[config.mk]
export PLATFORM = sky130hd
export DESIGN_NAME = cpu_state_decode_flat
export DESIGN_NICKNAME = d
export VERILOG_FILES = /design/src/rtl/cpu_state_decode_if.sv /design/src/rtl/cpu_state_decode.sv /design/src/flat_wrapper.sv
export SDC_FILE = /design/constraint.sdc
export NUM_CORES = 1
export LEC_CHECK = 0
export BUFFER_PORTS_ARGS = -buffer_cell sky130_fd_sc_hd__buf_2
export CAP_MARGIN = 10
export CORE_MARGIN = 2
export CORE_UTILIZATION = 35
export CTS_BUF_LIST = sky130_fd_sc_hd__clkbuf_4
export CTS_CLUSTER_SIZE = 28
export DETAILED_ROUTE_END_ITERATION = 8
export GPL_TIMING_DRIVEN = 0
export HOLD_SLACK_MARGIN = 0.06
export SLEW_MARGIN = 5
export SYNTH_ARGS = -nofsm -noshare
export SYNTH_HDL_FRONTEND = slang
export SYNTH_SLANG_ARGS = --single-unit
export TNS_END_PERCENT = 100
[constraint.sdc]
create_clock -name clk -period 2.1 [get_ports clk]
set_clock_uncertainty 0.2 [all_clocks]
set_input_delay 0.105 -clock clk [delete_from_list [all_inputs] [get_ports clk]]
set_output_delay 0.105 -clock clk [all_outputs]
set_load 0.03 [all_outputs]
[src/rtl/cpu_state_decode_if.sv]
// -----------------------------------------------------------------------------
// cpu_state_decode_if
//   Bus strobes and OUT-port handshake between the state decoder and the
//   datapath / display.
//   master : decoder side (drives strobes, out_valid, out_data, stall;
//            receives out_ready)
//   slave  : datapath / display side (the mirror image)
// Signals
//   pc_inc, pc_load, mar_load, ram_rd, ram_wr, ir_load, a_load, b_load,
//   alu_en    : one-clock bus strobes
//   out_valid : out_data valid, held until out_ready
//   out_data  : captured A register value
//   out_ready : display accepts out_data
//   stall     : out_valid && !out_ready; control FSM holds its cycle
// -----------------------------------------------------------------------------
interface cpu_state_decode_if;
  logic       pc_inc;
  logic       pc_load;
  logic       mar_load;
  logic       ram_rd;
  logic       ram_wr;
  logic       ir_load;
  logic       a_load;
  logic       b_load;
  logic       alu_en;
  logic       out_valid;
  logic [7:0] out_data;
  logic       out_ready;
  logic       stall;

  modport master (
    output pc_inc, pc_load, mar_load, ram_rd, ram_wr, ir_load, a_load, b_load,
    output alu_en, out_valid, out_data, stall,
    input  out_ready
  );

  modport slave (
    input  pc_inc, pc_load, mar_load, ram_rd, ram_wr, ir_load, a_load, b_load,
    input  alu_en, out_valid, out_data, stall,
    output out_ready
  );
endinterface

[src/rtl/cpu_state_decode.sv]
// -----------------------------------------------------------------------------
// cpu_state_decode
//   Turns the control FSM's STATE_* code into registered one-clock bus strobes,
//   resolves conditional jumps, runs the OUT handshake with the display,
//   latches HALT and flags undefined state codes.
//
// Optional feature macro: CPU_DECODE_PERF_EN
//   defined   : retired_cnt / stall_cnt performance counters (CNT_W wide)
//   undefined : counters and their ports are absent, CNT_W is unused
//
// Ports
//   clk          clock, all outputs registered on posedge
//   reset_cycle  asynchronous active-high reset
//   state[3:0]   current STATE_* code
//   opcode[7:0]  current instruction byte (used by JUMP)
//   zero_flag    ALU zero flag, sampled together with state
//   reg_a[7:0]   A register value captured by OUT_A
//   bus          cpu_state_decode_if.master (strobes + OUT handshake)
//   halted       sticky halt
//   instr_done   one-clock pulse per retired instruction (NEXT)
//   illegal      sticky: undefined state code seen
//   retired_cnt, stall_cnt [CNT_W-1:0]  (CPU_DECODE_PERF_EN only)
// -----------------------------------------------------------------------------
module cpu_state_decode #(
  parameter int         CNT_W  = 16,
  parameter logic [7:0] OP_JMP = 8'h30,
  parameter logic [7:0] OP_JEZ = 8'h31,
  parameter logic [7:0] OP_JNZ = 8'h32
) (
  input  logic                  clk,
  input  logic                  reset_cycle,
  input  logic [3:0]            state,
  input  logic [7:0]            opcode,
  input  logic                  zero_flag,
  input  logic [7:0]            reg_a,
  cpu_state_decode_if.master    bus,
  output logic                  halted,
  output logic                  instr_done,
  output logic                  illegal
`ifdef CPU_DECODE_PERF_EN
  ,
  output logic [CNT_W-1:0]      retired_cnt,
  output logic [CNT_W-1:0]      stall_cnt
`endif
);

  localparam logic [3:0] ST_FETCH_PC   = 4'd0;
  localparam logic [3:0] ST_FETCH_INST = 4'd1;
  localparam logic [3:0] ST_HALT       = 4'd2;
  localparam logic [3:0] ST_JUMP       = 4'd3;
  localparam logic [3:0] ST_OUT_A      = 4'd4;
  localparam logic [3:0] ST_NEXT       = 4'd5;
  localparam logic [3:0] ST_LDI        = 4'd6;
  localparam logic [3:0] ST_LOAD_ADDR  = 4'd7;
  localparam logic [3:0] ST_RAM_B      = 4'd8;
  localparam logic [3:0] ST_ALU_OP     = 4'd9;
  localparam logic [3:0] ST_MOV_FETCH  = 4'd10;
  localparam logic [3:0] ST_MOV_LOAD   = 4'd11;
  localparam logic [3:0] ST_MOV_STORE  = 4'd12;

  // Bit positions inside the strobe register
  localparam int I_PC_INC   = 0;
  localparam int I_PC_LOAD  = 1;
  localparam int I_MAR_LOAD = 2;
  localparam int I_RAM_RD   = 3;
  localparam int I_RAM_WR   = 4;
  localparam int I_IR_LOAD  = 5;
  localparam int I_A_LOAD   = 6;
  localparam int I_B_LOAD   = 7;
  localparam int I_ALU_EN   = 8;

  typedef enum logic {
    OUT_IDLE  = 1'b0,
    OUT_VALID = 1'b1
  } out_state_t;

  out_state_t out_state_reg, out_state_next;
  logic [7:0] out_data_reg,   out_data_next;
  logic [8:0] strobe_reg,     strobe_next;
  logic       instr_done_reg, instr_done_next;
  logic       halted_reg,     halted_next;
  logic       illegal_reg,    illegal_next;
  logic       stall_now;
  logic       decode_en;

  // While the display is holding us off, the control FSM re-presents the
  // same state; decoding it again would double-count pc_inc etc.
  assign stall_now = (out_state_reg == OUT_VALID) && !bus.out_ready;
  assign decode_en = !halted_reg && !stall_now;

  // ---------------------------------------------------------------------------
  // Strobe decode
  // ---------------------------------------------------------------------------
  always_comb begin
    strobe_next     = '0;
    instr_done_next = 1'b0;
    if (decode_en) begin
      case (state)
        ST_FETCH_PC: begin
          strobe_next[I_MAR_LOAD] = 1'b1;
        end
        ST_FETCH_INST: begin
          strobe_next[I_RAM_RD]  = 1'b1;
          strobe_next[I_IR_LOAD] = 1'b1;
          strobe_next[I_PC_INC]  = 1'b1;
        end
        ST_JUMP: begin
          // Not-taken conditional jumps step over the operand byte.
          // Any other opcode in JUMP produces no strobe.
          if (opcode == OP_JMP) begin
            strobe_next[I_PC_LOAD] = 1'b1;
          end else if (opcode == OP_JEZ) begin
            strobe_next[I_PC_LOAD] = zero_flag;
            strobe_next[I_PC_INC]  = !zero_flag;
          end else if (opcode == OP_JNZ) begin
            strobe_next[I_PC_LOAD] = !zero_flag;
            strobe_next[I_PC_INC]  = zero_flag;
          end
        end
        ST_NEXT: begin
          instr_done_next = 1'b1;
        end
        ST_LDI: begin
          strobe_next[I_RAM_RD] = 1'b1;
          strobe_next[I_A_LOAD] = 1'b1;
          strobe_next[I_PC_INC] = 1'b1;
        end
        ST_LOAD_ADDR, ST_MOV_FETCH: begin
          strobe_next[I_RAM_RD]   = 1'b1;
          strobe_next[I_MAR_LOAD] = 1'b1;
          strobe_next[I_PC_INC]   = 1'b1;
        end
        ST_RAM_B: begin
          strobe_next[I_RAM_RD] = 1'b1;
          strobe_next[I_B_LOAD] = 1'b1;
        end
        ST_ALU_OP: begin
          strobe_next[I_ALU_EN] = 1'b1;
          strobe_next[I_A_LOAD] = 1'b1;
        end
        ST_MOV_LOAD: begin
          strobe_next[I_RAM_RD] = 1'b1;
        end
        ST_MOV_STORE: begin
          strobe_next[I_RAM_WR] = 1'b1;
        end
        default: begin
          // HALT, OUT_A and undefined codes drive no bus strobe
        end
      endcase
    end
  end

  // ---------------------------------------------------------------------------
  // OUT handshake FSM (next state / data)
  // ---------------------------------------------------------------------------
  always_comb begin
    out_state_next = out_state_reg;
    out_data_next  = out_data_reg;
    case (out_state_reg)
      OUT_IDLE: begin
        if (decode_en && (state == ST_OUT_A)) begin
          out_state_next = OUT_VALID;
          out_data_next  = reg_a;
        end
      end
      OUT_VALID: begin
        // A repeated OUT_A here is ignored: no recapture of reg_a.
        if (bus.out_ready) begin
          out_state_next = OUT_IDLE;
        end
      end
      default: begin
        out_state_next = OUT_IDLE;
      end
    endcase
  end

  assign halted_next  = halted_reg | (decode_en && (state == ST_HALT));
  assign illegal_next = illegal_reg | (state > ST_MOV_STORE);

  // ---------------------------------------------------------------------------
  // Registers
  // ---------------------------------------------------------------------------
  always_ff @(posedge clk or posedge reset_cycle) begin
    if (reset_cycle) begin
      out_state_reg  <= OUT_IDLE;
      out_data_reg   <= '0;
      strobe_reg     <= '0;
      instr_done_reg <= 1'b0;
      halted_reg     <= 1'b0;
      illegal_reg    <= 1'b0;
    end else begin
      out_state_reg  <= out_state_next;
      out_data_reg   <= out_data_next;
      strobe_reg     <= strobe_next;
      instr_done_reg <= instr_done_next;
      halted_reg     <= halted_next;
      illegal_reg    <= illegal_next;
    end
  end

`ifdef CPU_DECODE_PERF_EN
  logic [CNT_W-1:0] retired_cnt_reg;
  logic [CNT_W-1:0] stall_cnt_reg;

  // Counted on the same edge that raises instr_done / during each stall clk.
  always_ff @(posedge clk or posedge reset_cycle) begin
    if (reset_cycle) begin
      retired_cnt_reg <= '0;
      stall_cnt_reg   <= '0;
    end else begin
      retired_cnt_reg <= retired_cnt_reg + {{(CNT_W-1){1'b0}}, instr_done_next};
      stall_cnt_reg   <= stall_cnt_reg + {{(CNT_W-1){1'b0}}, stall_now};
    end
  end

  assign retired_cnt = retired_cnt_reg;
  assign stall_cnt   = stall_cnt_reg;
`endif

  // ---------------------------------------------------------------------------
  // Outputs
  // ---------------------------------------------------------------------------
  assign bus.pc_inc    = strobe_reg[I_PC_INC];
  assign bus.pc_load   = strobe_reg[I_PC_LOAD];
  assign bus.mar_load  = strobe_reg[I_MAR_LOAD];
  assign bus.ram_rd    = strobe_reg[I_RAM_RD];
  assign bus.ram_wr    = strobe_reg[I_RAM_WR];
  assign bus.ir_load   = strobe_reg[I_IR_LOAD];
  assign bus.a_load    = strobe_reg[I_A_LOAD];
  assign bus.b_load    = strobe_reg[I_B_LOAD];
  assign bus.alu_en    = strobe_reg[I_ALU_EN];
  assign bus.out_valid = (out_state_reg == OUT_VALID);
  assign bus.out_data  = out_data_reg;
  assign bus.stall     = stall_now;
  assign halted        = halted_reg;
  assign instr_done    = instr_done_reg;
  assign illegal       = illegal_reg;

endmodule
[src/flat_wrapper.sv]
// flat-port wrapper written by rule: the top's interface ports become plain ports
module cpu_state_decode_flat 
#(
  parameter int         CNT_W  = 16,
  parameter logic [7:0] OP_JMP = 8'h30,
  parameter logic [7:0] OP_JEZ = 8'h31,
  parameter logic [7:0] OP_JNZ = 8'h32
)
  (clk, reset_cycle, state, opcode, zero_flag, reg_a, halted, instr_done, illegal, bus_pc_inc, bus_pc_load, bus_mar_load, bus_ram_rd, bus_ram_wr, bus_ir_load, bus_a_load, bus_b_load, bus_alu_en, bus_out_valid, bus_out_data, bus_stall, bus_out_ready);
  cpu_state_decode_if bus_i ();
  input  logic clk;
  input  logic reset_cycle;
  input  logic [3:0] state;
  input  logic [7:0] opcode;
  input  logic zero_flag;
  input  logic [7:0] reg_a;
  output logic halted;
  output logic instr_done;
  output logic illegal;
  output wire logic [$bits(bus_i.pc_inc)-1:0] bus_pc_inc;
  output wire logic [$bits(bus_i.pc_load)-1:0] bus_pc_load;
  output wire logic [$bits(bus_i.mar_load)-1:0] bus_mar_load;
  output wire logic [$bits(bus_i.ram_rd)-1:0] bus_ram_rd;
  output wire logic [$bits(bus_i.ram_wr)-1:0] bus_ram_wr;
  output wire logic [$bits(bus_i.ir_load)-1:0] bus_ir_load;
  output wire logic [$bits(bus_i.a_load)-1:0] bus_a_load;
  output wire logic [$bits(bus_i.b_load)-1:0] bus_b_load;
  output wire logic [$bits(bus_i.alu_en)-1:0] bus_alu_en;
  output wire logic [$bits(bus_i.out_valid)-1:0] bus_out_valid;
  output wire logic [$bits(bus_i.out_data)-1:0] bus_out_data;
  output wire logic [$bits(bus_i.stall)-1:0] bus_stall;
  input wire logic [$bits(bus_i.out_ready)-1:0] bus_out_ready;
  assign bus_pc_inc = bus_i.pc_inc;
  assign bus_pc_load = bus_i.pc_load;
  assign bus_mar_load = bus_i.mar_load;
  assign bus_ram_rd = bus_i.ram_rd;
  assign bus_ram_wr = bus_i.ram_wr;
  assign bus_ir_load = bus_i.ir_load;
  assign bus_a_load = bus_i.a_load;
  assign bus_b_load = bus_i.b_load;
  assign bus_alu_en = bus_i.alu_en;
  assign bus_out_valid = bus_i.out_valid;
  assign bus_out_data = bus_i.out_data;
  assign bus_stall = bus_i.stall;
  assign bus_i.out_ready = bus_out_ready;
  cpu_state_decode #(.CNT_W(CNT_W), .OP_JMP(OP_JMP), .OP_JEZ(OP_JEZ), .OP_JNZ(OP_JNZ)) u_core (.clk(clk), .reset_cycle(reset_cycle), .state(state), .opcode(opcode), .zero_flag(zero_flag), .reg_a(reg_a), .bus(bus_i), .halted(halted), .instr_done(instr_done), .illegal(illegal));
endmodule
[Yosys cells after proc, flatten, opt, wreduce, memory -nomap -nowiden]
Cells that the tools add are included.
Word-level totals
  input bits: 24
  word-level logic and storage cells: 58
  flip-flop bits (word level): 21
  output and inout port bits: 22
Cells by class
  equality and inequality tests: 15
  $lt $le $gt $ge: 1
  bitwise gates (word level): 3
  multiplexer cells: 19
  reduce and logical (&&, ||, !) cells: 14
Operators with widths (count)
  equality test 8 x 6 -> 1 bit (second input constant): 3
  equality test 4 bit (second input constant): 5
  equality test 4 x 3 -> 1 bit (second input constant): 4
  two-way mux 1 bit: 14
  two-way mux 9 bit: 1
  equality test 4 x 2 -> 1 bit (second input constant): 2
  OR reduction 6 bit: 1
  equality test 4 x 1 -> 1 bit (second input constant): 1
  greater-than comparator 4 bit (second input constant): 1
  logical AND 1 bit: 4
  zero test 1 bit: 4
  zero test 4 bit: 1
  two-way mux 2 bit: 2
  one-hot mux 1 bit (2 select lines): 2
  OR reduction 4 bit: 1
  OR reduction 3 bit: 1
  bitwise OR 1 bit: 2
  AND reduction 2 bit: 1
  OR reduction 2 bit: 1
  NOT 1 bit: 1

[Depth between registers and ports, before layout]
Gate-level depths: netlist of run 1.
  depth after elaboration: 7
  mapped depth: 5
  gate-level depth less buffers: 4

[Least setup slack after synthesis of run 1]
Ideal clock, no wire load.
  kind: register to register
  start: register u_core.out_state_reg, in the netlist u_core.bus.out_valid
  end: register u_core.strobe_reg[5]
  stages on the path, launching flop included: 5
  data arrival time: 1.325 ns
  data required time: 1.820 ns
  slack: 0.495 ns
  path buffers: 0
  library setup time: 0.080 ns
  period minus slack after synthesis: 1.605 ns
  path through: dfrtp_1 > nand2b_1 > inv_1 > or3_1 > nor3_2
On the way
  word-level cells in the longest chain between the ends: 4
Ends and longest elaborated chain
  from (decl): line cpu_state_decode.sv:77  | out_state_t out_state_reg, out_state_next;
  from (signal assigned): line cpu_state_decode.sv:194  | out_state_reg <= out_state_next;
  logical AND 1 bit: line cpu_state_decode.sv:88  | assign stall_now = (out_state_reg == OUT_VALID) && !bus.out_ready;
  via bus_stall: line flat_wrapper.sv:31  | output wire logic [$bits(bus_i.stall)-1:0] bus_stall;
  zero test 1 bit: line cpu_state_decode.sv:89  | assign decode_en = !halted_reg && !stall_now;
  logical AND 1 bit: line cpu_state_decode.sv:89
  two-way mux 9 bit: line cpu_state_decode.sv:97  | if (decode_en) begin
  via u_core.strobe_next[5]: line cpu_state_decode.sv:79  | logic [8:0] strobe_reg, strobe_next;
  to (signal assigned): line cpu_state_decode.sv:196  | strobe_reg <= strobe_next;
  to (decl): line cpu_state_decode.sv:79
The timed path passes the listed nets, and every way through them passes these cells.
A chain may end at the register's enable or synchronous reset.

[Final worst setup path of run 1]
  start: input bus_out_ready
  end: register u_core.strobe_reg[5]
On the way
  word-level cells in the longest chain between the ends: 5
Ends and longest elaborated chain
  from (decl): line flat_wrapper.sv:32  | input wire logic [$bits(bus_i.out_ready)-1:0] bus_out_ready;
  zero test 1 bit: line cpu_state_decode.sv:88
  logical AND 1 bit: line cpu_state_decode.sv:88
  zero test 1 bit: line cpu_state_decode.sv:89
  logical AND 1 bit: line cpu_state_decode.sv:89
  two-way mux 9 bit: line cpu_state_decode.sv:97
  via u_core.strobe_next[5]: line cpu_state_decode.sv:79
The timed path passes the listed nets, and every way through them passes these cells.

==> results summary, run 1 <==
The run finished with clean final reports. The final number of max-transition violations came out at 0. The worst setup timing slack at the placement stage is approximately 0.63 ns. The cell internal power dissipation came out at slightly below 0.7 mW. Summed over all failing endpoints, the final setup total negative slack is 0 ns. The post-CTS setup-driven buffer insertion count is 0.

The cts-stage hold buffer count is 26. The initial antenna violation count came to 0. The number of warnings issued by yosys is 0. The number of buffers on the longest clock path came out at 2. The data arrival time of the critical path is 2.03 ns.

The final layout contains routed wiring with a total length of 2090 um. The average footprint of a synthesized cell came out at about 12 um^2. The most common cell in the synthesized netlist is sky130_fd_sc_hd__dfrtp_1. The slew of the pin with the lowest slew margin came out at 0.744 ns.

The die height is 57.0 um. Setup repair after global routing left no endpoint under its margin. The number of different library cells in the post-synthesis netlist is 26. At the worst endpoint, the required time is roughly 2.1 ns. After the last flow step, the layout net total stands at 177. The number of enable flip-flop cells after synthesis is 0. The register with the most flip-flops in the layout has 9 of them. The stage delay of the slowest cell on the critical path came out at 0.55 ns. In the post-synthesis netlist, the biggest area contributors are sky130_fd_sc_hd__dfrtp_1, sky130_fd_sc_hd__mux2_4, sky130_fd_sc_hd__nor2_1, sky130_fd_sc_hd__buf_6, sky130_fd_sc_hd__nand2b_1. For this design, the slowest cell found on the critical path is sky130_fd_sc_hd__dlygate4sd3_1. The clock latency of the later-clocked register in the worst-skew pair came out at 0.29 ns. The number of filler instances in the final layout came out at around 250. The HPWL after detailed placement came out at 1440 um. The synthesized instance count is 79. Of the total power, registers draw 0.477. The post-route clock period utilization came out at 0.949. The total design power is 0.993 mW. The fraction of registers with async set/reset came out at 1.00. The power density normalized to cell area came out at 650 nW/um^2. CTS built an H-tree with a depth of 1. The worst setup slack after layout came out at roughly 0.11 ns.

The cell that appears most often on the critical path is sky130_fd_sc_hd__dlygate4sd3_1. In this run the static leakage power is 0.811 nW. TritonCTS built the clock tree. In this run the remaining antenna-violating nets after routing total 0. The count of final hold-check violations is 0. The DRC marker count from the first detailed-route iteration came out at 10.

The placeable core area is 2710 um^2. 0 antenna diodes ended up in the layout. The worst vdd rail ir drop came out at between 0.4 and 0.5 mV. The mean number of vias per cell came out at ~4.7. For this design the total switching power over the nets is 0.306 mW. The top cell type by total area after synthesis is sky130_fd_sc_hd__dfrtp_1. Setup violations remaining at the end of the flow were counted as 0. The die area is 3250 um^2.

For this run, the leading register cell type out of synthesis is sky130_fd_sc_hd__dfrtp_1. The achievable clock frequency is 502 MHz. The first-pass GRT wire length came out at 3430 um.

CTS placed an instance of sky130_fd_sc_hd__clkbuf_4 at the clock tree root. Broken down by cell family, the worst path's largest delay share belongs to buffers and inverters. The combinational share of power came out at 0.326.

The clock period could shrink to 1.99 ns. Walking the worst path, the cells encountered are dlygate4sd3_1 > buf_2 > nand2b_1 > inv_1 > or3_1 > nor3_2 > dlygate4sd3_1. The site row count came out at 19. The mapped netlist covers 983 um^2. The area growth from synthesis to final layout is 55.3%. STA classifies the critical path endpoint as a register. The top-level I/O count is 46.

The number of remaining DRC errors came out at 0. The power share of the clock group is 0.197. The worst setup path is launched from a primary input. The count of cells resized by post-cts repair came out at 0. The maximum fanout encountered on the critical timing path came out at 4. The number of buffers and inverters on the critical path is 4. The layout cell share with drive strength beyond 1 is 0.421. The clock transition time at the flip-flop clock pins of the worst setup and hold paths came out at about 0.11 ns. The total clock buffers created by CTS is 3. By startpoint and endpoint, the worst setup path is classified as in -> reg. The worst hold-check slack came out at a little under 0.3 ns. The number of synthesized register bits is 21.

The most critical setup path has its startpoint at bus_out_ready. The worst register-to-register path begins at u_core.bus.out_valid. The max-capacitance violation count came out at 0. Entering global routing, the biggest net connects 22 pins. The share of synthesized area in the top cell type comes to 0.534. The number of global-route vias before repair came to 822.

The worst hold path belongs to the class in -> async. For this configuration, the core starts out at a cell density of 0.363. The total congestion overflow after global routing is 0. The portion of the post-synthesis area used by sequential elements came out at 0.534. The commonest cells after synthesis are sky130_fd_sc_hd__dfrtp_1, sky130_fd_sc_hd__nor2_1, sky130_fd_sc_hd__mux2_4. The tightest slew margin relative to the limit is 0.504. The chip width is between 50 and 60 um.

The weighted congestion at the end of routability-driven global placement is 0.786. The average wire per cell in the routed design came out at 11.4 um. The length of the first detailed-routing pass in iterations came out at 5.

The net switching share of the total power came out at 0.308. Synthesis produced a netlist with a net count of slightly above 100. The total number of clock tree sinks is 21.

The aggregate global-route resource usage came out at 0.135. The number of port buffers came out at 43. The final route contains 862 vias.
logic make-up (layout without fill, tap and decap cells):
| group | Yosys count | in the layout | share of synthesized area |
|---|---|---|---|
| simple gates | 36 | 36 | 0.233 |
| flops | 21 | 21 | 0.534 |
| compound gates | 8 | 8 | 0.0598 |
| mux | 8 | 8 | 0.122 |
| buf+inv | 5 | 78 | 0.0420 |
| xor+xnor | 1 | 1 | 0.00891 |
layout make-up:
class	count	area, um^2	share of cell area
multi-input cells	53	417	0.273
inverters	2	7.51	0.00491
well taps	31	38.8	0.0254
plain buffers	3	33.8	0.0221
flip-flops and latches	21	526	0.344
repair buffers	69	475	0.311
clock buffers	4	30.0	0.0197
cell usage in the layout (no fill, tap or decap), drive strengths merged:
cell type    instances
a21oi                2
a221oi               1
a2bb2oi              1
and4                 1
buf                 46
clkbuf               4
dfrtp               21
dlygate4sd3         26
inv                  2
mux2                 8
nand2                4
nand2b               5
nand3                3
nor2                11
nor2b                3
nor3                 1
nor3b                1
nor4                 3
nor4b                1
o21bai               3
o22a                 1
or2b                 1
or3                  2
xnor2                1
power groups by stage:
stage               sequential, mW  combinational (mW)  clock [mW]
floorplan                    0.579               0.109           0
global placement             0.478               0.290           0
global route                 0.480               0.348       0.227
detailed placement           0.482               0.293           0
finish                       0.473               0.324       0.195
CTS                          0.473               0.326       0.207
path summary, 6_finish.rpt:
path / end / slack [ns] / cells after the start
worst max-delay path: u_core.strobe_reg[5] / 0.11 / 7
worst min-delay path: u_core.bus.out_data[6] / 0.29 / 3
worst max register to register: u_core.strobe_reg[5] / 0.17 / 5
worst min register to register: u_core.illegal / 0.30 / 1
max in group asynchronous: u_core.strobe_reg[0] / 0.94 / 3
min in group clk: u_core.illegal / 0.30 / 1
through the flow:
stage | std cells | cell area (um^2) | utilization
after global routing | 183 | 1530 | 0.564
after CTS | 183 | 1530 | 0.564
after detailed placement | 153 | 1240 | 0.457
after floorplan | 79 | 983 | -
after global placement | 153 | 1240 | 0.457
final | 183 | 1530 | 0.564
routing by layer:
metal  global-route usage  up-vias  wire length, um
met5                    0        -                0
met4               0.0498        0               31
met3               0.0249        4              162
met2                0.241       38             1040
met1                0.161      400              855
li1                     -      420                -
tightest hold or removal path, stage by stage:
cell	delay, ns
sky130_fd_sc_hd__dlygate4sd3_1	0.54
sky130_fd_sc_hd__buf_2	0.12
sky130_fd_sc_hd__inv_1	0.54
(Power assumes the default switching activity.)
==> run 2: changes to the inputs <==
- clock period: 2.1 -> 1.9 ns (I/O delays scaled with it)
==> run 2 against run 1 <==
Effect of this change:
- sequential power is 11% higher
- clock-buffer cell count unchanged
- combinational power up 12%
- hold slack worse by 0.012 ns
- die area unchanged
- global-route usage rose by 0.29 points
- utilization barely moved
- largest power group unchanged
==> results summary, run 2 (synthesis results as in run 1) <==
The cell depth of the worst setup path is 6 (was 7). The combinational share of power is 0.329 (was 0.326). The total clock buffers created by CTS was 3 (unchanged). The diode insertion count for antenna repair is 0 (unchanged). The mean number of vias per cell came to 4.67 (was 4.71). The placeable core area came out at 2710 um^2 (unchanged).

The slew of the pin with the lowest slew margin is 0.743 ns (was 0.744 ns). The end of the worst register-to-register path is u_core.strobe_reg[7] (was u_core.strobe_reg[5]). The number of filler instances in the final layout came out at 247 (was 253). Ordered list of cells on the worst path: dlygate4sd3_1 > buf_2 > nand2b_1 > nand2b_2 > nor4_2 > dlygate4sd3_1 (was dlygate4sd3_1 > buf_2 > nand2b_1 > inv_1 > or3_1 > nor3_2 > dlygate4sd3_1). The clock latency of the later-clocked register in the worst-skew pair came out at 0.29 ns (about the same). The number of remaining DRC errors came out at 0 (unchanged). The total number of vias is 850 (was 862). The average wire per cell in the routed design is 11.7 um (was 11.4 um). The minimum clock period after layout came out at 1.81 ns. The overall routed net length is 2140 um (was 2090 um).

The post-route clock period utilization came out at 0.954. The clock tree root buffer cell was sky130_fd_sc_hd__clkbuf_4 (unchanged). The chip width is 57.0 um (unchanged). The achievable clock frequency is 552 MHz. The slowest stage cell on the critical path is sky130_fd_sc_hd__dlygate4sd3_1 (unchanged).

The first-pass GRT wire length is 3480 um (was 3430 um). The net total in the final layout is 176 (was 177). The number of buffers on the longest clock path is 2 (unchanged). Most frequent cells in the layout: sky130_fd_sc_hd__buf_2, sky130_fd_sc_hd__dlygate4sd3_1, sky130_fd_sc_hd__dfrtp_1 (unchanged). The power density normalized to cell area was 722 nW/um^2 (was 650 nW/um^2). The max-capacitance violation count is 0 (unchanged).

The maximum fanout encountered on the critical timing path was 7 (was 4). The most used routing layer is met2 (unchanged). The count of buffer and inverter cells on the critical path is 3 (was 4). The TritonCTS clock tree was yes (unchanged). The net load switching power was 0.341 mW (was 0.306 mW). Status: completed (unchanged). The power share of the clock group came out at 0.197 (about the same). The number of port buffers came out at 43 (unchanged). The HPWL after detailed placement is 1440 um (unchanged). The top-level I/O count came out at 46 (unchanged). The total negative slack came out at 0 ns (unchanged). The net switching share of the total power came to 0.309 (was 0.308). The tightest slew margin relative to the limit came to 0.504 (about the same). The site row count is 19 (unchanged).

The number of global-route vias before repair is 827 (was 822). The startpoint-to-endpoint class of the critical path is in -> reg (unchanged). The number of standard cells in the layout, taps in and fillers out is 182 (was 183). The area growth from synthesis to final layout came out at 55.2% (was 55.3%). The DRC marker count from the first detailed-route iteration came to 8 (was 10).

The total instance count after detailed placement is 153 (unchanged). The sequential share of power came out at 0.475 (was 0.477). The total design power is 1.10 mW (was 0.993 mW). The clock transition time at the flip-flop clock pins of the worst setup and hold paths is 0.11 ns (about the same). The length of the first detailed-routing pass in iterations is 4 (was 5). The leakage power total is 0.796 nW (was 0.811 nW).

The met2 track utilization from global routing is 0.250 (was 0.241). The startpoint type of the worst setup path is a primary input (unchanged). The most common library cell in the layout ignoring fill and taps was sky130_fd_sc_hd__buf_2 (unchanged).

The type of the tightest min-delay check is in -> async (unchanged). The required time of the critical path came out at 1.94 ns (was 2.14 ns). The data arrival time of the critical path came out at 1.85 ns (was 2.03 ns). The post-CTS setup-driven buffer insertion count is 0 (unchanged). The worst setup slack for register-to-register paths is 0.14 ns (was 0.17 ns).

The total number of clock tree sinks came out at 21 (unchanged). The final number of max-transition violations is 0 (unchanged). The count of final hold-check violations came to 0 (unchanged).

The number of flip-flops under the largest register name is 9 (unchanged). The starting density of the core is 0.363 (unchanged). Unrepaired setup endpoints after global routing: false (unchanged). The die height came to 57.0 um (unchanged). The critical path's most frequent cell is sky130_fd_sc_hd__dlygate4sd3_1 (unchanged).

The total of endpoints with negative setup slack in the final report is 0 (unchanged). The total congestion overflow after global routing is 0 (unchanged). The worst-case reg-to-reg path depth was 4 (was 5). The gate family responsible for the most delay along the worst path was buffers and inverters (unchanged). The antenna violation net count after detailed routing came to 0 (unchanged).

The worst vdd rail ir drop came to 0.512 mV (was 0.460 mV). The aggregate global-route resource usage came out at 0.138 (was 0.135). The cell internal power dissipation was 0.762 mW (was 0.687 mW). The level count of the clock H-tree is 1 (unchanged). The weighted congestion at the end of routability-driven global placement was 0.786 (unchanged). The met3 track demand over resource was 0.0249 (unchanged). The initial antenna violation count is 0 (unchanged). The endpoint kind of the worst setup timing path is a register (unchanged).

The largest net degree at the start of global routing came to 22 (unchanged). The layout cell share with drive strength beyond 1 came out at 0.437 (was 0.421). The beginning of the worst register-to-register path was u_core.bus.out_valid (unchanged).

The met1 layer usage reported by global route is 0.162 (was 0.161). The die area is 3250 um^2 (unchanged). The stage delay of the slowest cell on the critical path is 0.57 ns (was 0.55 ns).
-- run 2: worst max-delay path by stage --
stage | slack (ns) | to | from
floorplan | 0.29 | u_core.strobe_reg[5] | u_core.bus.out_valid
global placement | 0.44 | u_core.bus.out_data[1] | u_core.halted
detailed placement | 0.43 | u_core.bus.out_data[0] | u_core.halted
CTS | 0.04 | u_core.strobe_reg[7] | bus_out_ready
global route | 0.07 | u_core.strobe_reg[7] | u_core.bus.out_valid
finish | 0.09 | u_core.strobe_reg[7] | bus_out_ready
-- run 2: area by class of cell --
type	count	area, um^2	area share
tap	31	38.8	0.0254
sequential	21	526	0.344
buffer	3	33.8	0.0221
multi-input combinational	53	425	0.279
inverter	2	7.51	0.00492
clock buffer	4	30.0	0.0197
timing repair buffer	68	465	0.305
-- run 2: stage by stage --
| stage | hold WS (ns) | util | setup WS (ns) | cell area (um^2) |
|---|---|---|---|---|
| 3_3_place_gp | 0.0496 | 0.457 | 0.445 | 1240 |
| 3_5_place_dp | 0.0692 | 0.457 | 0.426 | 1240 |
| 4_1_cts | 0.285 | 0.560 | 0.0415 | 1520 |
| 2_1_floorplan | -0.128 | - | 0.295 | 983 |
| 6_report | 0.279 | 0.563 | 0.0880 | 1530 |
| 5_1_grt | 0.324 | 0.563 | 0.0659 | 1530 |
-- run 2: routing by layer --
layer  up-vias  routed length, um
li1        419                  -
met1       394                878
met2        35               1090
met3         2                154
met4         0                 18
met5         -                  0
-- run 2: power by group through the flow --
stage                     Clock, mW  Sequential, mW  Combinational, mW
after CTS                     0.229           0.523              0.364
after global routing          0.251           0.531              0.389
final                         0.217           0.523              0.362
after global placement            0           0.529              0.321
after floorplan                   0           0.640              0.121
after detailed placement          0           0.532              0.323
-- run 2: repair_timing --
item                                    in CTS  in global routing
hold buffers                                25                  0
endpoints found under the hold margin       42                  0
endpoints found under the setup margin       0                  1
gates resized for setup                      0                  2
-- run 2: worst min-delay path: stages --
cell and delay, ns:
sky130_fd_sc_hd__dlygate4sd3_1 0.54, sky130_fd_sc_hd__buf_2 0.12, sky130_fd_sc_hd__inv_1 0.54
==> run 3: changes to the inputs <==
- PLACE_DENSITY_LB_ADDON: not set -> 0.2
==> run 3 against run 2 <==
Effect of this change:
- global-route usage up 1.3 points
- die area unchanged
- utilization up 0.46 points
- critical path depth unchanged
- register-to-register slack better by 0.03 ns
- sequential power about the same
- final area up 0.82%
- cell count up 0.55%
- clock power about the same
- non-clock buffer count up 1
- critical endpoint unchanged
- largest power group unchanged
==> results summary, run 3 (synthesis results as in run 1) <==
The endpoint kind of the worst setup timing path is a register (unchanged). The number of port buffers came to 43 (unchanged). The startpoint type of the worst setup path was a primary input (unchanged). The largest net degree at the start of global routing is 22 (unchanged). The number of flip-flops under the largest register name is 9 (unchanged). The cell area reported after detailed placement came out at 1240 um^2 (unchanged). The diode insertion count for antenna repair is 0 (unchanged).

The data arrival time of the critical path is 1.80 ns (was 1.85 ns). Most frequent cells in the layout: sky130_fd_sc_hd__buf_2, sky130_fd_sc_hd__dlygate4sd3_1, sky130_fd_sc_hd__dfrtp_1 (unchanged). The clock transition time at the flip-flop clock pins of the worst setup and hold paths is 0.11 ns (about the same). The number of global-route vias before repair came out at 871 (was 827). Unrepaired setup endpoints after global routing: false (unchanged). The first-pass GRT wire length is 3770 um (was 3480 um). The minimum clock period after layout is 1.76 ns (was 1.81 ns).

The count of final hold-check violations is 0 (unchanged). The total number of vias is 850 (unchanged). The total number of clock tree sinks is 21 (unchanged). The sequential share of power came out at 0.476 (was 0.475). The worst-case reg-to-reg path depth came out at 3 (was 4). The clock tree root buffer cell was sky130_fd_sc_hd__clkbuf_4 (unchanged). The antenna violation net count after detailed routing is 0 (unchanged). The initial antenna violation count came out at 0 (unchanged). The HPWL after detailed placement is 1510 um (was 1440 um). The area growth from synthesis to final layout was 56.5% (was 55.2%). The worst vdd rail ir drop is 0.512 mV (about the same). The most common library cell in the layout ignoring fill and taps is sky130_fd_sc_hd__buf_2 (unchanged). The number of buffers on the longest clock path is 2 (unchanged). The post-CTS setup-driven buffer insertion count is 0 (unchanged).

The startpoint-to-endpoint class of the critical path is in -> reg (unchanged). The share of the core filled with cells in the final layout is 0.568 (was 0.563). The total congestion overflow after global routing is 0 (unchanged). The total negative slack came out at 0 ns (unchanged).

The routed wire length on met2 came out at 1250 um (was 1090 um). The overall routed net length is 2230 um (was 2140 um). The top layer reached by signal wires was met4 (unchanged).

The leakage power total came to 0.803 nW (was 0.796 nW). The type of the tightest min-delay check was in -> async (unchanged). The die height came out at 57.0 um (unchanged). The total instance count after detailed placement came to 153 (unchanged). The placeable core area came to 2710 um^2 (unchanged). The number of standard cells in the layout, taps in and fillers out was 183 (was 182). The maximum fanout encountered on the critical timing path came out at 7 (unchanged). The end of the worst register-to-register path is u_core.strobe_reg[7] (unchanged).

The aggregate global-route resource usage came to 0.151 (was 0.138). The required time of the critical path is 1.94 ns (about the same). The mean number of vias per cell came to 4.64 (was 4.67). The chip width was 57.0 um (unchanged). The layout cell share with drive strength beyond 1 is 0.441 (was 0.437). The power density normalized to cell area came out at 715 nW/um^2 (was 722 nW/um^2). The worst setup slack for register-to-register paths is 0.17 ns (was 0.14 ns).

The weighted congestion at the end of routability-driven global placement is 0.671 (was 0.786). The TritonCTS clock tree was yes (unchanged). The DRC marker count from the first detailed-route iteration came out at 10 (was 8). The tightest slew margin relative to the limit came to 0.491 (was 0.504). The net load switching power is 0.337 mW (was 0.341 mW).

The combinational share of power is 0.329 (about the same). The total clock buffers created by CTS came out at 3 (unchanged). The max-capacitance violation count is 0 (unchanged). The net switching share of the total power came to 0.306 (was 0.309). The wire length on met1 came out at 848 um (was 878 um).

The post-route clock period utilization is 0.925 (was 0.954). The level count of the clock H-tree came out at 1 (unchanged). Status: completed (unchanged). The number of remaining DRC errors was 0 (unchanged). The net total in the final layout came out at 177 (was 176).

The top-level I/O count came out at 46 (unchanged). The beginning of the worst register-to-register path is u_core.halted (was u_core.bus.out_valid). The total non-filler cell area in the finished layout is 1540 um^2 (was 1530 um^2).

The slew of the pin with the lowest slew margin came out at 0.763 ns (was 0.743 ns). The site row count is 19 (unchanged). The average wire per cell in the routed design came to 12.2 um (was 11.7 um). The achievable clock frequency came to 569 MHz (was 552 MHz). The starting density of the core is 0.363 (unchanged). The die area came to 3250 um^2 (unchanged). The clock latency of the later-clocked register in the worst-skew pair was 0.29 ns (about the same). The power share of the clock group was 0.196 (was 0.197). The length of the first detailed-routing pass in iterations was 5 (was 4). The total of endpoints with negative setup slack in the final report is 0 (unchanged).

The cell internal power dissipation was 0.763 mW (was 0.762 mW). The wire length on met3 is 114 um (was 154 um). The final number of max-transition violations came out at 0 (unchanged).
[run 3: cell types whose count changed in the layout (fill, tap and decap cells not counted), sizes merged]
cell / delta
dlygate4sd3: +1
[run 3: metrics by stage]
stage / setup slack, ns / hold WS (ns) / total power [mW]
floorplan: 0.295 / -0.128 / 0.760
global placement: 0.443 / 0.0560 / 0.849
detailed placement: 0.403 / 0.0764 / 0.856
CTS: 0.0389 / 0.288 / 1.12
global route: 0.0579 / 0.317 / 1.16
finish: 0.143 / 0.292 / 1.10
[run 3: cell type report]
cell class | count | area, um^2
tap | 31 | 38.8
sequential | 21 | 526
clock buffer | 4 | 30.0
timing repair buffer | 69 | 475
buffer | 3 | 33.8
multi-input combinational | 53 | 428
inverter | 2 | 7.51
fill | 245 | 1170
[run 3: layer usage]
| layer | GRT usage | vias to the layer above |
|---|---|---|
| met1 | 0.178 | 402 |
| met2 | 0.271 | 28 |
| met3 | 0.0181 | 2 |
| li1 | - | 418 |
| met5 | 0 | - |
| met4 | 0.0698 | 0 |
[run 3: power groups by stage]
stage               Combinational [mW]  Sequential (mW)  Clock [mW]
floorplan                        0.121            0.640           0
global placement                 0.320            0.529           0
detailed placement               0.323            0.534           0
CTS                              0.364            0.524       0.234
global route                     0.387            0.532       0.245
finish                           0.362            0.523       0.216
[run 3: critical path, cell delays in order]
cell and delay, ns:
sky130_fd_sc_hd__dlygate4sd3_1 0.53, sky130_fd_sc_hd__buf_2 0.10, sky130_fd_sc_hd__nand2b_2 0.15, sky130_fd_sc_hd__nand2b_2 0.13, sky130_fd_sc_hd__nor4_2 0.22, sky130_fd_sc_hd__dlygate4sd3_1 0.57
[run 3: repair_timing]
action,CTS,global route
setup endpoints to repair,0,1
hold buffers,26,0
endpoints found under the hold margin,42,0
resized for setup,0,3
[run 3: worst max-delay path by stage]
stage,from,end,slack [ns]
after floorplan,u_core.bus.out_valid,u_core.strobe_reg[5],0.29
after global placement,u_core.halted,u_core.bus.out_data[1],0.44
after detailed placement,u_core.halted,u_core.bus.out_data[0],0.40
after CTS,bus_out_ready,u_core.strobe_reg[7],0.04
after global routing,u_core.halted,u_core.strobe_reg[7],0.06
final,bus_out_ready,u_core.strobe_reg[7],0.14
